## src/rtl/openila_pkg.sv

```systemverilog
`default_nettype none
// ============================================================================
// Module      : openila_pkg
// Description : Shared state encodings and default widths for the capture core.
// Revision    : 1.0 - initial release
// ============================================================================
package openila_pkg;

    localparam int c_W_DATA_DEFAULT = 8;
    localparam int c_W_ADDR_DEFAULT = 6;

    localparam logic [2:0] c_IDLE      = 3'd0;
    localparam logic [2:0] c_PRETRIG   = 3'd1;
    localparam logic [2:0] c_WAIT_TRIG = 3'd2;
    localparam logic [2:0] c_POSTTRIG  = 3'd3;
    localparam logic [2:0] c_DONE      = 3'd4;

endpackage
`default_nettype wire

```

## src/rtl/openila_capture_ram.sv

```systemverilog
`default_nettype none
// ============================================================================
// Module      : openila_capture_ram
// Description : Simple dual-port sample buffer, synchronous write, registered read.
// Revision    : 1.0 - initial release
// ============================================================================
module openila_capture_ram #(
    parameter int W_DATA = 8,
    parameter int W_ADDR = 6
) (
    input  logic              clk,
    input  logic              we,
    input  logic [W_ADDR-1:0] waddr,
    input  logic [W_DATA-1:0] wdata,
    input  logic              re,
    input  logic [W_ADDR-1:0] raddr,
    output logic [W_DATA-1:0] rdata
);

    logic [W_DATA-1:0] r_mem [2**W_ADDR];
    logic [W_DATA-1:0] r_q;

    always_ff @(posedge clk) begin
        if (we) begin
            r_mem[waddr] <= wdata;
        end
        if (re) begin
            r_q <= r_mem[raddr];
        end
    end

    assign rdata = r_q;

endmodule
`default_nettype wire

```

## src/rtl/openila_capture.sv

```systemverilog
`default_nettype none
// ============================================================================
// Module      : openila_capture
// Description : Logic-analyser capture FSM with pre/post-trigger window and readout.
// Revision    : 1.0 - initial release
// ============================================================================
module openila_capture
    import openila_pkg::*;
#(
    parameter int W_DATA = c_W_DATA_DEFAULT,
    parameter int W_ADDR = c_W_ADDR_DEFAULT
) (
    input  logic              clk,
    input  logic              rst,
    input  logic [W_DATA-1:0] sample,
    input  logic              trigger,
    input  logic              arm,
    input  logic              disarm,
    input  logic [W_ADDR-1:0] pretrig_count,
    output logic [2:0]        state_out,
    output logic              done,
    input  logic              rd_en,
    output logic [W_DATA-1:0] rd_data,
    output logic              rd_valid,
    output logic              rd_last
);

    localparam int c_D = 2**W_ADDR;

    logic [2:0]        r_state;
    logic [2:0]        w_state_nxt;
    logic [W_ADDR-1:0] r_wr_ptr;
    logic [W_ADDR-1:0] r_rd_ptr;
    logic [W_ADDR-1:0] r_pre_len;
    logic [W_ADDR-1:0] r_pre_cnt;
    logic [W_ADDR:0]   r_post_cnt;
    logic [W_ADDR-1:0] r_rd_cnt;
    logic              r_rd_valid;
    logic              r_rd_last;
    logic [W_ADDR:0]   w_post_len;
    logic              w_we;
    logic              w_rd_acc;
    logic [W_DATA-1:0] w_ram_q;

    // Post-trigger length ranges 1..D, so it needs one bit more than a pointer.
    assign w_post_len = (W_ADDR+1)'(c_D) - {1'b0, r_pre_len};

    always_comb begin
        w_state_nxt = r_state;
        w_we        = 1'b0;
        w_rd_acc    = 1'b0;
        case (r_state)
            c_IDLE: begin
            end
            c_PRETRIG: begin
                w_we = 1'b1;
                if (r_pre_cnt == r_pre_len - W_ADDR'(1)) begin
                    w_state_nxt = c_WAIT_TRIG;
                end
            end
            c_WAIT_TRIG: begin
                w_we = 1'b1;
                if (trigger) begin
                    w_state_nxt = (w_post_len == (W_ADDR+1)'(1)) ? c_DONE : c_POSTTRIG;
                end
            end
            c_POSTTRIG: begin
                w_we = 1'b1;
                if (r_post_cnt + (W_ADDR+1)'(1) == w_post_len) begin
                    w_state_nxt = c_DONE;
                end
            end
            c_DONE: begin
                w_rd_acc = rd_en;
            end
            default: begin
                w_state_nxt = c_IDLE;
            end
        endcase
        if (arm) begin
            w_state_nxt = (pretrig_count == '0) ? c_WAIT_TRIG : c_PRETRIG;
            w_we        = 1'b0;
            w_rd_acc    = 1'b0;
        end
        if (disarm) begin
            w_state_nxt = c_IDLE;
            w_we        = 1'b0;
            w_rd_acc    = 1'b0;
        end
    end

    always_ff @(posedge clk or posedge rst) begin
        if (rst) begin
            r_state    <= c_IDLE;
            r_wr_ptr   <= '0;
            r_rd_ptr   <= '0;
            r_pre_len  <= '0;
            r_pre_cnt  <= '0;
            r_post_cnt <= '0;
            r_rd_cnt   <= '0;
            r_rd_valid <= 1'b0;
            r_rd_last  <= 1'b0;
        end else begin
            r_state    <= w_state_nxt;
            r_rd_valid <= w_rd_acc;
            r_rd_last  <= w_rd_acc && (r_rd_cnt == '1);
            if (!disarm && arm) begin
                r_wr_ptr   <= '0;
                r_rd_ptr   <= '0;
                r_pre_cnt  <= '0;
                r_post_cnt <= '0;
                r_rd_cnt   <= '0;
                r_pre_len  <= pretrig_count;
            end else if (!disarm) begin
                if (w_we) begin
                    r_wr_ptr <= r_wr_ptr + W_ADDR'(1);
                end
                if (r_state == c_PRETRIG) begin
                    r_pre_cnt <= r_pre_cnt + W_ADDR'(1);
                end
                if (r_state == c_WAIT_TRIG && trigger) begin
                    r_post_cnt <= (W_ADDR+1)'(1);
                end
                if (r_state == c_POSTTRIG) begin
                    r_post_cnt <= r_post_cnt + (W_ADDR+1)'(1);
                end
                // The final write lands this cycle, so the oldest sample sits one past it.
                if (r_state != c_DONE && w_state_nxt == c_DONE) begin
                    r_rd_ptr <= r_wr_ptr + W_ADDR'(1);
                    r_rd_cnt <= '0;
                end
                if (w_rd_acc) begin
                    r_rd_ptr <= r_rd_ptr + W_ADDR'(1);
                    r_rd_cnt <= r_rd_cnt + W_ADDR'(1);
                end
            end
        end
    end

    openila_capture_ram #(
        .W_DATA (W_DATA),
        .W_ADDR (W_ADDR)
    ) u_ram (
        .clk   (clk),
        .we    (w_we),
        .waddr (r_wr_ptr),
        .wdata (sample),
        .re    (w_rd_acc),
        .raddr (r_rd_ptr),
        .rdata (w_ram_q)
    );

    assign state_out = r_state;
    assign done      = (r_state == c_DONE);
    assign rd_valid  = r_rd_valid;
    assign rd_last   = r_rd_last;
    // The RAM output register has no reset; masking keeps rd_data at 0 when idle.
    assign rd_data   = r_rd_valid ? w_ram_q : '0;

endmodule
`default_nettype wire

```

## config.mk

```make
export PLATFORM = sky130hd
export DESIGN_NAME = openila_capture
export DESIGN_NICKNAME = d
export VERILOG_FILES = /design/src/rtl/openila_pkg.sv /design/src/rtl/openila_capture_ram.sv /design/src/rtl/openila_capture.sv
export SDC_FILE = /design/constraint.sdc
export NUM_CORES = 1
export LEC_CHECK = 0
export BUFFER_PORTS_ARGS = -buffer_cell sky130_fd_sc_hd__buf_2
export CAP_MARGIN = 20
export CORE_ASPECT_RATIO = 0.75
export CORE_MARGIN = 4
export CORE_UTILIZATION = 45
export DETAILED_ROUTE_END_ITERATION = 6
export PLACE_DENSITY = 0.74
export SYNTH_ARGS = -nofsm -noshare
export SYNTH_HDL_FRONTEND = slang
export SYNTH_HIERARCHICAL = 1
export SYNTH_SLANG_ARGS = --single-unit
```

## constraint.sdc

```tcl
create_clock -name clk -period 2.4 [get_ports clk]
set_input_delay 0.12 -clock clk [delete_from_list [all_inputs] [get_ports clk]]
set_output_delay 0.12 -clock clk [all_outputs]
set_load 0.05 [all_outputs]
```

-- After elaboration in Yosys (flattened, before gate mapping)
Memory sizes are Yosys's and may differ from the RTL's. A register that Yosys moved wholly into a read port is not among the register bits.
Index checks and enable logic that the tools add are counted.
- bits of input ports: 20
- bits in registers: 42
- memories: 1
- word-level logic and storage cells: 80
- output and inout port bits: 14
- bits in writable memories: 512
- add/subtract/negate cells: 7
- reductions and logical operators: 17
- equal/unequal tests: 11
- mux-type cells: 35
- memories (name ; depth ; width ; read ports ; clocked after Yosys merged registers in ; write ports ; RTL line ; RTL):
    u_ram.r_mem ; 64 ; 8 ; 1 ; 1 ; 1 ; openila_capture_ram.sv:20 ; logic [W_DATA-1:0] r_mem [2**W_ADDR];
- operators by type and width (kind ; count):
    $mux W6 ; 14
    $mux W7 ; 4
    $add A6 B1 Y6 const B ; 4
    $mux W3 ; 6
    $pmux W3 S4 ; 1
    $mux W1 ; 8
    $mux W8 ; 1
    $reduce_and A2 Y1 ; 4
    $add A7 B1 Y7 const B ; 1
    $eq A7 B1 Y1 const B ; 1
    $eq A7 B7 Y1 ; 1
    $sub A7 B6 Y7 const A ; 1
    $eq A3 B2 Y1 const B ; 2
    $eq A3 B3 Y1 const B ; 2
    $eq A6 B6 Y1 ; 1
    $eq A6 B6 Y1 const B ; 1
    $logic_not A6 Y1 ; 1
    $reduce_bool A3 Y1 ; 2
    $sub A6 B1 Y6 const B ; 1
    $logic_and A1 B1 Y1 ; 4
    $reduce_bool A2 Y1 ; 2
    $eq A3 B1 Y1 const B ; 1
    $logic_not A3 Y1 ; 1
    $ne A3 B3 Y1 const B ; 1
    other kinds (5) ; 5

-- Logic depth before layout (Yosys ltp)
Gate-level depths: netlist of run 1.
- word-level depth: 13
- gate-level depth with buffers: 11
- gate-level depth less buffers: 9

-- Cells and area by module
The synthesis of run 1 kept the hierarchy.
- by module, submodules not included (module ; cells an instance ; times used ; area an instance (um^2)):
    openila_capture_ram ; 940 ; 1 ; 20246.9
    openila_capture ; 287 ; 1 ; 2573.7

-- Worst setup path before layout of run 1
OpenSTA, ideal clock, no wires.
- path kind: reg2reg
- from: reg r_state[1] (netlist: state_out[1])
- to: reg r_rd_ptr[2]
- data arrival time: 3.290 ns
- period minus slack after synthesis: 3.354 ns
- buffers on the path: 2
- slack: -0.954 ns
- stages on the path, launching flop included: 8
- cells stage by stage: dfrtp_1 -> clkbuf_1 -> nor3b_1 -> nand3_1 -> inv_1 -> clkbuf_1 -> a22o_1 -> a21o_1
- elaborated cells between the ends (all ways): 23
- those cells by class: 6 x eq/ne; 12 x mux; 5 x reduce/logical
- RTL lines (element ; RTL line ; RTL):
    start, declared ; openila_capture.sv:30 ; logic [2:0] r_state;
    start signal, assigned ; openila_capture.sv:94 ; r_state <= c_IDLE;
    start signal, assigned ; openila_capture.sv:104 ; r_state <= w_state_nxt;
    $eq A3 B3 Y1 (*) ; n/a ;
    named net done ; openila_capture.sv:21 ; output logic done,
    $mux W1 (*) ; openila_capture.sv:52 ; case (r_state)
    $mux W1 (*) ; openila_capture.sv:80 ; if (arm) begin
    $mux W1 (*) ; openila_capture.sv:85 ; if (disarm) begin
    named net w_rd_acc ; openila_capture.sv:42 ; logic w_rd_acc;
    $mux W6 ; openila_capture.sv:132 ; if (w_rd_acc) begin
    $mux W6 ; openila_capture.sv:114 ; end else if (!disarm) begin
    $mux W6 ; openila_capture.sv:107 ; if (!disarm && arm) begin
    end signal, assigned ; openila_capture.sv:129 ; r_rd_ptr <= r_wr_ptr + W_ADDR'(1);
    end signal, assigned ; openila_capture.sv:133 ; r_rd_ptr <= r_rd_ptr + W_ADDR'(1);
    end, declared ; openila_capture.sv:33 ; logic [W_ADDR-1:0] r_rd_ptr;
Mark *: on every way through the listed nets, which the timed path passes. The rest lies on a longest branch. The select of a mux whose other input is x is not followed.
A chain may end at the register's enable or synchronous reset.

-- Worst setup path after layout of run 1
- from: reg r_pre_len[2]
- to: reg r_rd_ptr[4]
- word-level cells in the longest chain between the ends: 11
- elaborated cells between the ends (all ways): 16
- those cells by class: 2 x add/sub; 4 x eq/ne; 7 x mux; 3 x reduce/logical
- RTL lines (element ; RTL line ; RTL):
    start, declared ; openila_capture.sv:34 ; logic [W_ADDR-1:0] r_pre_len;
    start signal, assigned ; openila_capture.sv:113 ; r_pre_len <= pretrig_count;
    $sub A7 B6 Y7 ; openila_capture.sv:46 ; assign w_post_len = (W_ADDR+1)'(c_D) - {1'b0, r_pre_len};
    $eq A7 B1 Y1 ; openila_capture.sv:64 ; w_state_nxt = (w_post_len == (W_ADDR+1)'(1)) ? c_DONE : c_POSTTRIG;
    $mux W3 ; openila_capture.sv:64 ;
    $mux W3 ; openila_capture.sv:63 ; if (trigger) begin
    $pmux W3 S4 (*) ; openila_capture.sv:52 ;
    $mux W3 (*) ; openila_capture.sv:80 ;
    $mux W3 (*) ; openila_capture.sv:85 ;
    $eq A3 B3 Y1 (*) ; openila_capture.sv:128 ; if (r_state != c_DONE && w_state_nxt == c_DONE) begin
    $logic_and A1 B1 Y1 (*) ; openila_capture.sv:128 ;
    $reduce_bool A3 Y1 (no source line) (*) ; n/a ;
    $reduce_and A2 Y1 (no source line) (*) ; n/a ;
Every way passes the cells marked *; elsewhere a longest branch is shown, timed or not.

==> results of run 1 <==
[cell families after synthesis]
| family | count (synthesis) |
|---|---|
| and+or+nand+nor | 277 |
| DFF | 562 |
| muxes | 166 |
| AOI/OAI and AO/OA | 114 |
| adders and majority gates | 7 |
| xor gates and xnor gates | 26 |
| buffers and inverters | 75 |
[worst min-delay path by stage]
stage                          start                 to  slack (ns)  cells past startpoint
floorplan                  sample[0]  u_ram/r_mem[0][0]        0.22                      0
global placement    pretrig_count[0]       r_pre_len[0]        0.34                      3
detailed placement  pretrig_count[0]       r_pre_len[0]        0.34                      3
CTS                            rd_en        r_rd_ptr[1]        0.01                      4
global route               sample[6]  u_ram/r_mem[4][6]        0.05                      1
finish                     sample[6]  u_ram/r_mem[4][6]        0.04                      1
[power breakdown]
part	switching, mW	internal, mW	leakage [nW]	total (mW)
combinational	0.949	1.02	3.29	1.97
sequential	0.0408	10.7	5.23	10.8
clock	3.75	4.62	0.842	8.38
total	4.74	16.4	9.37	21.1
[state kept, by name (all words and copies together) (netlist names)]
signal,cells
r_post_cnt,7
r_pre_cnt,6
r_pre_len,6
r_rd_cnt,6
r_rd_ptr,6
r_wr_ptr,6
rd_last,1
rd_valid,1
state_out,3
u_ram/r_mem,512
u_ram/rdata,8
[area by class of cell]
class	instances	area share, %
sequential	562	59.6
multi-input combinational	590	22.6
timing repair buffer	253	8.48
clock buffer	61	4.92
tap	657	2.94
clock inverter	38	1.29
inverter	13	0.174
[critical path: cells and delay by family, from the launching register on]
kind / cells / cell delay, ns
and+or+nand+nor: 4 / 1.10
AOI/OAI and AO/OA: 3 / 0.67
DFF: 1 / 0.39
buffers and inverters: 2 / 0.29
[layer usage]
layer / vias up / share of wire [%] / global-route usage (%)
li1: 5462 / - / -
met1: 6842 / 43 / 31.4
met2: 648 / 46 / 30.8
met3: 102 / 8.8 / 4.14
met4: 0 / 2.4 / 5.23
met5: - / 0 / 0
[metrics by stage]
stage / area, um2 / hold slack (ns) / setup WS, ns / setup TNS, ns
after floorplan: 23100 / 0.219 / -0.164 / -0.542
after global placement: 25200 / 0.343 / -0.114 / -0.731
after detailed placement: 25200 / 0.344 / -0.149 / -1.53
after CTS: 27500 / 0.0137 / -0.110 / -0.550
after global routing: 28000 / 0.0461 / -0.204 / -1.90
final: 28000 / 0.0365 / -0.119 / -0.746
[Yosys cell counts, drive strengths merged (15+ instances only)]
library cell	instances
edfxtp	520
mux4	126
nor2	103
nand2	55
dfrtp	42
buf	36
nand3	36
o21ai	28
mux2i	27
clkbuf	26
nor2b	15
nor3	15
xnor2	15
[timing repair]
action	4_1_cts	5_1_grt
endpoints found under the setup margin	27	131
hold endpoints to repair	75	0
hold buffers	12	0
pin swaps	9	27
gates cloned	5	1
buffers inserted	15	25
resized for setup	46	33
==> impl_results.md, run 1 <==
- Top cells by area, synth: edfxtp_1 68%, mux4_2 12%, dfrtp_1 4.6%
- Mux share of post-synthesis cell area: 14.3%
- Status: finished with violations
- CP Capture Point: r_rd_ptr[4]
- Post-synthesis xor/xnor area fraction: 1.06%
- Reg-to-Reg Start: r_pre_len[2]
- Min Tclk post-route: 2.52 ns
- Post-Synth Simple-Gate Area: 5.73%
- P&R area growth vs syn: 22.7%
- Yosys top cell by area: edfxtp_1
- Commonest non-fill, non-tap cell in the layout: edfxtp_1
- Setup WS post-layout: -0.119 ns
- Pre-Repair DR Iteration Count: 6
- Fraction of layout cells with a size suffix above 1: 37.0%
- Io pins: 34
- Clk buf depth: 3
- Largest family of logic cells by synthesized area: multiplexers
- WP data arrival: 3.06 ns
- Initial antenna violation count: 0
- Worst skew pair latency: 0.62 ns
- Slowest-stage cell, CP: or4_4
- Post-synthesis sequential area ratio: 73.0%
- Pwr dens: 754 mW/mm2
- EDFF count, synth: 520
- Peak Freq: 397 MHz
- Die W: 268 um
- Core area: 0.0501 mm2
- Synth Cell Area: 0.0228 mm2
- Chip height: 203 um
- Synth warn: 6
- GR Overflow Total: 0
- Ys flop type: edfxtp_1
- Total global-route track usage: 20.6%
- WL final: 56.2 mm
- Clock sink count: 562
- Syn nets: 1254
- Maximum fanout along the worst path: 4
- Vias in the first global route: 12.9k
- Post-synth cell types: 65
- Vias per cell: 6.00
- Worst Setup SP: r_pre_len[2]
- R2R Path End: r_rd_ptr[4]
- RSZ-0062 raised after global routing: yes
- Setup violations, final: 13
- Adder-cell area share of the yosys netlist: 0.384%
- Final cell count without fillers: 2174
- Nature of the critical path endpoint: flop
- Min-Delay Path Class: in2reg
- Pins Over Slew Limit: 0
- Reg area: 0.0167 mm2
- Compound-gate portion of the synthesized area: 3.68%
- Rows: 71
- Crit path largest cell delay: 0.47 ns
- Placed insts: 2021
- Synth top area share: 68.4%
- Placer Congestion: 0.884
- Period utilisation layout: 105%
- Slew @ Worst Pin: 0.911 ns
- Clock skew: 0.0175 ns
- Post-layout util: 55.9%
- Hpwl dp: 35.3 mm
- CTS root buffer: clkbuf_16
- R2r setup slk: -0.12 ns
- CP cell instances: or3_4 -> or4_4 -> nand4_1 -> nand3_2 -> o41a_1 -> buf_4 -> buf_6 -> o32a_1 -> o21ai_2
- Worst-case reg-to-reg path depth: 9
- Final hold viol count: 0
- FF+latch count, synth: 562
- FILL cells: 3663
- Starting Density: 45.5%
- Slew headroom: 39.2%
- DR DRC count: 0
- Input/output buffers: 33
- Worst Path Required: 2.94 ns
- Post-layout net count: 1501
- Commonest non-fill, non-tap cells in the layout: 520 x edfxtp_1, 161 x buf_4, 126 x mux4_2
- DR vias: 13.1k
- First-pass GRT wire length: 83.8 mm
- Die Footprint: 0.0544 mm2
- Initial DRC Count: 1670
- Multi-input logic area: 0.00634 mm2
- # diodes: 0
- Clk slew on worst S/H paths: 0.07 ns
- VDD IR max: 0.555 mV
- P_leak: 9.37 nW
- CP Launch Type: flop
- Largest net degree at the start of global routing: 65
- Tot Pwr: 21.1 mW
- Synth Area per Inst: 18.6 um2
- Max-cap violations: 0
- CTS Buf Count: 54
- H-tree depth: 2
- CTS tree: yes
- Syn Inst Count: 1227
- Share of synthesized registers carrying an async set or reset: 7.47%
- Failing checks: negative setup slack
- Wire length per cell: 25.8 um
- Antenna-violating nets left: 0
- Critical setup path kind: reg2reg
(Power assumes the default switching activity.)
==> run 2, diff against run 1 <==
--- a/config.mk
+++ b/config.mk
@@ -6,11 +6,11 @@
 export NUM_CORES = 1
 export LEC_CHECK = 0
-export BUFFER_PORTS_ARGS = -buffer_cell sky130_fd_sc_hd__buf_2
 export CAP_MARGIN = 20
 export CORE_ASPECT_RATIO = 0.75
 export CORE_MARGIN = 4
-export CORE_UTILIZATION = 45
+export CORE_UTILIZATION = 57
 export DETAILED_ROUTE_END_ITERATION = 6
-export PLACE_DENSITY = 0.74
+export DONT_BUFFER_PORTS = 1
+export PLACE_DENSITY = 0.86
 export SYNTH_ARGS = -nofsm -noshare
 export SYNTH_HDL_FRONTEND = slang
==> constraint.sdc (replaced) <==
create_clock -name clk -period 2.4 [get_ports clk]
set_input_delay 0.24 -clock clk [delete_from_list [all_inputs] [get_ports clk]]
set_output_delay 0.24 -clock clk [all_outputs]
set_load 0.05 [all_outputs]
==> run 2 against run 1 <==
The run still ends with negative setup slack left; count of clock-buffer cells in the layout rose by 3; flip-flop and latch count stayed put; critical path depth shrank 1; combinational power barely moved; worst hold slack got worse by 0.026 ns.
==> impl_results.md, run 2 (synthesis gave the netlist of run 1 again) <==
- WL final: 57.0 mm (+1.5%)
- Clock skew: 0.0239 ns (+0.00643 ns)
- Worst skew pair latency: 0.60 ns (-0.02 ns)
- Clk slew on worst S/H paths: 0.07 ns (about the same)
- DR vias: 13.3k (+1.8%)
- Tot Pwr: 21.4 mW (+1.1%)
- First-pass GRT wire length: 84.1 mm (+0.40%)
- WP data arrival: 3.12 ns (+0.06 ns)
- Max-cap violations: 0 (unchanged)
- # diodes: 0 (unchanged)
- VDD IR max: 0.766 mV (+38%)
- Initial antenna violation count: 0 (unchanged)
- Largest Register: u_ram/r_mem
- Core area: 0.0395 mm2 (-21%)
- Total global-route track usage: 25.9% (+5.3 points)
- Multi-input logic area: 0.00635 mm2 (about the same)
- Pre-Repair DR Iteration Count: 6 (unchanged)
- P_leak: 9.10 nW (-2.9%)
- Hold slack: 0.0101 ns (-0.0264 ns)
- Pins Over Slew Limit: 0 (unchanged)
- Min Tclk post-route: 2.64 ns (+0.126 ns)
- Chip height: 181 um (-11%)
- FILL cells: 2188 (-40%)
- Setup TNS: -3.02 ns (-2.27 ns)
- Worst-case reg-to-reg path depth: 8 (-1)
- Post-layout util: 69.6% (+14 points)
- Pwr dens: 777 mW/mm2 (+3.0%)
- Vias per cell: 6.75 (+12%)
- Number of flip-flops under the largest register name: 512 (unchanged)
- Reg area: 0.0167 mm2 (unchanged)
- Hpwl dp: 32.4 mm (-8.4%)
- H-tree depth: 2 (unchanged)
- Initial DRC Count: 2071 (+24%)
- Commonest non-fill, non-tap cell in the layout: edfxtp_1
- Die Footprint: 0.0433 mm2 (-20%)
- Failing checks: negative setup slack
- Starting Density: 57.8% (+12 points)
- Final hold viol count: 0 (unchanged)
- Slew headroom: 38.8% (-0.40 points)
- Post-route cell area: 0.0275 mm2 (-1.8%)
- Final cell count without fillers: 1969 (-9.4%)
- Slew @ Worst Pin: 0.917 ns (+0.00602 ns)
- Placed insts: 1823 (-9.8%)
- Fraction of layout cells with a size suffix above 1: 34.1% (-2.9 points)
- Post-layout net count: 1433 (-4.5%)
- RSZ-0062 raised after global routing: yes
- Min-Delay Path Class: in2async
- Die W: 239 um (-11%)
- Pre-CTS setup slack: -0.208 ns (-0.0596 ns)
- CTS root buffer: clkbuf_16
- Period utilisation layout: 110% (+5.2 points)
- Placer Congestion: 0.892 (+0.95%)
- GR Overflow Total: 0 (unchanged)
- Io pins: 34 (unchanged)
- Rows: 63 (-11%)
- Maximum fanout along the worst path: 5 (+1)
- Clock sink count: 562 (unchanged)
- Peak Freq: 378 MHz (-4.7%)
- Post-DP Area: 0.0246 mm2 (-2.1%)
- Clk buf depth: 3 (unchanged)
- Vias in the first global route: 13.1k (+1.5%)
- Wire length per cell: 28.9 um (+12%)
- Nature of the critical path endpoint: flop
- P&R area growth vs syn: 20.5%
- Commonest non-fill, non-tap cells in the layout: 520 x edfxtp_1, 130 x buf_4, 126 x mux4_2
- Status: finished with violations
- DR DRC count: 0 (unchanged)
- CP Launch Type: flop
- Critical setup path kind: reg2reg
- Setup violations, final: 21 (+8)
- CTS tree: yes
- Largest net degree at the start of global routing: 65 (unchanged)
- Worst Path Required: 2.87 ns (-0.07 ns)
- Setup WS post-layout: -0.244 ns (-0.126 ns)
- Antenna-violating nets left: 0 (unchanged)
- CTS Buf Count: 52 (-3.7%)
- Input/output buffers: 0 (-100%)
run 2: cell count changes in the layout (fill, tap and decap cells not counted), sizes merged, moves of 3 or more:
cell / previous run / this run
clkinv: 23 / 19
buf: 240 / 175
bufinv: 4 / 9
clkbuf: 62 / 65
inv: 18 / 14
run 2: worst paths after layout:
kind                                  to     startpoint  slack, ns
setup reg to reg             r_rd_ptr[1]   r_pre_len[3]      -0.24
hold reg to reg            r_post_cnt[6]  r_post_cnt[6]       0.49
setup / recovery             r_rd_ptr[1]   r_pre_len[3]      -0.24
hold / removal              r_pre_len[0]            rst       0.01
max in group asynchronous    r_rd_ptr[1]            rst       1.68
min in group clk           r_post_cnt[3]            arm       0.03
run 2: worst max-delay path, stage by stage, from the launching register on:
cell,delay (ns)
dfrtp_1,0.40
or3_4,0.38
or4_4,0.47
a22o_1,0.27
nand3_2,0.13
o41a_1,0.34
buf_4,0.19
mux2i_1,0.23
a21oi_1,0.12
run 2: report_power, final:
group          internal (mW)  switching (mW)  total [mW]
registers               10.7          0.0508        10.8
clock network           5.03            3.60        8.63
logic                  0.992           0.956        1.95
total                   16.8            4.61        21.4
run 2: metal layers:
layer  part of all wire (%)  global-route usage (%)
met1                     38                    38.3
met2                     49                    40.4
met3                     11                    4.93
met4                    2.6                    7.36
met5                      0                       0
run 2: layout make-up:
type	instances	share of cell area, %
inverters	13	0.177
repair buffers	186	7.26
well taps	520	2.37
clock buffers	64	4.97
flip-flops and latches	562	60.7
clock inverters	33	1.47
multi-input cells	591	23.1
run 2: what timing repair did:
| item | 4_1_cts | 5_1_grt |
|---|---|---|
| cloned | 5 | 1 |
| setup buffers | 18 | 12 |
| hold buffers | 18 | 0 |
| endpoints found under the hold margin | 550 | 0 |
| setup endpoints to repair | 21 | 122 |
| pin swaps | 12 | 33 |
| gates resized for setup | 38 | 40 |
==> run 3, diff against run 2 <==
--- a/config.mk
+++ b/config.mk
@@ -7,5 +7,5 @@
 export LEC_CHECK = 0
 export CAP_MARGIN = 20
-export CORE_ASPECT_RATIO = 0.75
+export CORE_ASPECT_RATIO = 1.4
 export CORE_MARGIN = 4
 export CORE_UTILIZATION = 57
==> constraint.sdc (replaced) <==
create_clock -name clk -period 2.4 [get_ports clk]
set_input_delay 0.48 -clock clk [delete_from_list [all_inputs] [get_ports clk]]
set_output_delay 0.48 -clock clk [all_outputs]
set_load 0.05 [all_outputs]
==> run 3 against run 2 <==
The flow finishes with violations (design-rule violations, negative setup slack); clock skew grew 0.00051 ns; first-iteration DRC count grew 22%; sequential power is essentially flat; die area is essentially flat; sequential share of layout area shrank 0.35 points; wire length grew 29%; maximum frequency shrank 10%; flip-flop and latch count is the same; cell count grew 2.9%; largest cell class unchanged.
==> impl_results.md, run 3 (synthesis gave the netlist of run 1 again) <==
- Status: finished with violations
- Failing checks: design-rule violations, negative setup slack
- Min Tclk post-route: 2.94 ns (+0.297 ns)
- CTS tree: yes
- Hold Crit Depth: 0
- Reg-to-Reg Start: r_rd_ptr[0]
- P_leak: 9.21 nW (+1.2%)
- CP Launch Type: flop
- Setup violations, final: 183 (+770%)
- Hold_sp: sample[2]
- CP Capture Point: u_ram/rdata[5]
- CTS root buffer: clkbuf_16
- Largest net degree at the start of global routing: 65 (unchanged)
- Initial antenna violation count: 9 (+9)
- Worst skew pair latency: 0.59 ns (about the same)
- Period utilisation layout: 123% (+12 points)
- RSZ-0062 raised after global routing: yes
- R2r setup slk: -0.54 ns (-0.30 ns)
- Vias per cell: 7.30 (+8.1%)
- Clk slew on worst S/H paths: 0.07 ns (about the same)
- R2R Path End: u_ram/rdata[5]
- Clock skew: 0.0244 ns (+0.000507 ns)
- H-tree depth: 2 (unchanged)
- Vias in the first global route: 14.4k (+10%)
- Setup WS post-layout: -0.541 ns (-0.297 ns)
- Min-Delay Path Class: in2reg
- Critical setup path kind: reg2reg
- Worst-case reg-to-reg path depth: 6 (-2)
- Hpwl dp: 35.9 mm (+11%)
- Starting Density: 57.8% (about the same)
- Die W: 177 um (-26%)
- Slew @ Worst Pin: 1.23 ns (+0.309 ns)
- Pwr dens: 750 mW/mm2 (-3.5%)
- Commonest non-fill, non-tap cells in the layout: 520 x edfxtp_1, 174 x buf_4, 126 x mux4_2
- Io pins: 34 (unchanged)
- Total global-route track usage: 30.8% (+4.9 points)
- GR Overflow Total: 0 (unchanged)
- Post-DP Area: 0.0248 mm2 (+0.74%)
- P&R area growth vs syn: 21.2%
- Pre-Repair DR Iteration Count: 7 (+1)
- Maximum fanout along the worst path: 16 (+11)
- Input/output buffers: 0 (unchanged)
- Multi-input logic area: 0.00645 mm2 (+1.7%)
- Hold slack: 0.0167 ns (+0.00655 ns)
- First-pass GRT wire length: 97.0 mm (+15%)
- WL final: 73.6 mm (+29%)
- Antenna-violating nets left: 0 (unchanged)
- Worst Setup SP: r_rd_ptr[0]
- Fraction of layout cells with a size suffix above 1: 35.4% (+1.3 points)
- Setup TNS: -13.39 ns (-10.37 ns)
- VDD IR max: 0.503 mV (-34%)
- Reg area: 0.0167 mm2 (unchanged)
- Post-layout net count: 1483 (+3.5%)
- Number of flip-flops under the largest register name: 512 (unchanged)
- Initial DRC Count: 2533 (+22%)
- Largest Register: u_ram/r_mem
- Commonest non-fill, non-tap cell in the layout: edfxtp_1
- Clk buf depth: 3 (unchanged)
- WP data arrival: 3.25 ns (+0.13 ns)
- Nature of the critical path endpoint: flop
- Peak Freq: 340 MHz (-10%)
- Post-route cell area: 0.0277 mm2 (+0.57%)
- DR DRC count: 3 (+3)
- Clock sink count: 562 (unchanged)
- DR vias: 14.8k (+11%)
- Die Footprint: 0.0433 mm2 (about the same)
- Max-cap violations: 0 (unchanged)
- Pre-CTS setup slack: -0.383 ns (-0.175 ns)
- Wire length per cell: 36.3 um (+26%)
- Slew headroom: 18.0% (-21 points)
- Worst Path Required: 2.71 ns (-0.16 ns)
- CTS Buf Count: 48 (-7.7%)
- Placer Congestion: 0.883 (-1.0%)
- Rows: 86 (+37%)
- Final hold viol count: 0 (unchanged)
- Chip height: 245 um (+35%)
- FILL cells: 2063 (-5.7%)
- Core area: 0.0395 mm2 (about the same)
- Pins Over Slew Limit: 0 (unchanged)
## run 3: cell type report
cell class                 count  area share (%)
clock buffer                  60            4.66
clock inverter                28           0.896
tap                          528            2.39
sequential                   562            60.3
antenna                        4          0.0362
timing repair buffer         241            8.19
inverter                      13           0.176
multi-input combinational    590            23.3
## run 3: worst min-delay path by stage
stage | slack [ns] | to
after CTS | 0.0001 | u_ram/r_mem[15][4]
after global placement | 0.50 | r_post_cnt[6]
after detailed placement | 0.49 | r_post_cnt[6]
final | 0.02 | u_ram/r_mem[13][2]
after global routing | -0.0004 | u_ram/r_mem[12][2]
after floorplan | 0.45 | r_post_cnt[6]
## run 3: critical path, stage by stage (launching register included)
cell     delay [ns]
dfrtp_4        0.55
buf_12         0.20
buf_4          0.15
mux4_2         0.50
mux4_2         0.64
o21ai_2        0.43
o41ai_2        0.20
## run 3: power breakdown
part	leakage [nW]	switching, mW	internal (mW)
combinational	3.23	1.02	1.12
sequential	5.23	0.0668	10.7
clock	0.745	3.54	4.26
## run 3: what timing repair did
| action | 4_1_cts | 5_1_grt |
|---|---|---|
| pin swaps | 15 | 15 |
| setup endpoints to repair | 21 | 23 |
| endpoints found under the hold margin | 148 | 51 |
| buffers inserted | 25 | 24 |
| resized for setup | 60 | 42 |
| hold buffers | 12 | 16 |
| gates cloned | 4 | 0 |
## run 3: metal layers
| metal | vias up | GRT usage [%] | share of wire [%] |
|---|---|---|---|
| li1 | 5421 | - | - |
| met1 | 7218 | 35.9 | 29 |
| met2 | 1628 | 51.3 | 47 |
| met3 | 506 | 7.03 | 13 |
| met4 | 8 | 19.9 | 11 |
| met5 | - | 0 | 0.077 |
## run 3: through the flow
| stage | util [%] | std cells | power [mW] |
|---|---|---|---|
| 2_1_floorplan | - | 1227 | 12.0 |
| 3_3_place_gp | 62.8 | 1853 | 12.4 |
| 4_1_cts | 68.5 | 1982 | 20.3 |
| 6_report | 70.0 | 2026 | 20.7 |
| 3_5_place_dp | 62.8 | 1853 | 12.4 |
| 5_1_grt | 70.0 | 2022 | 21.3 |
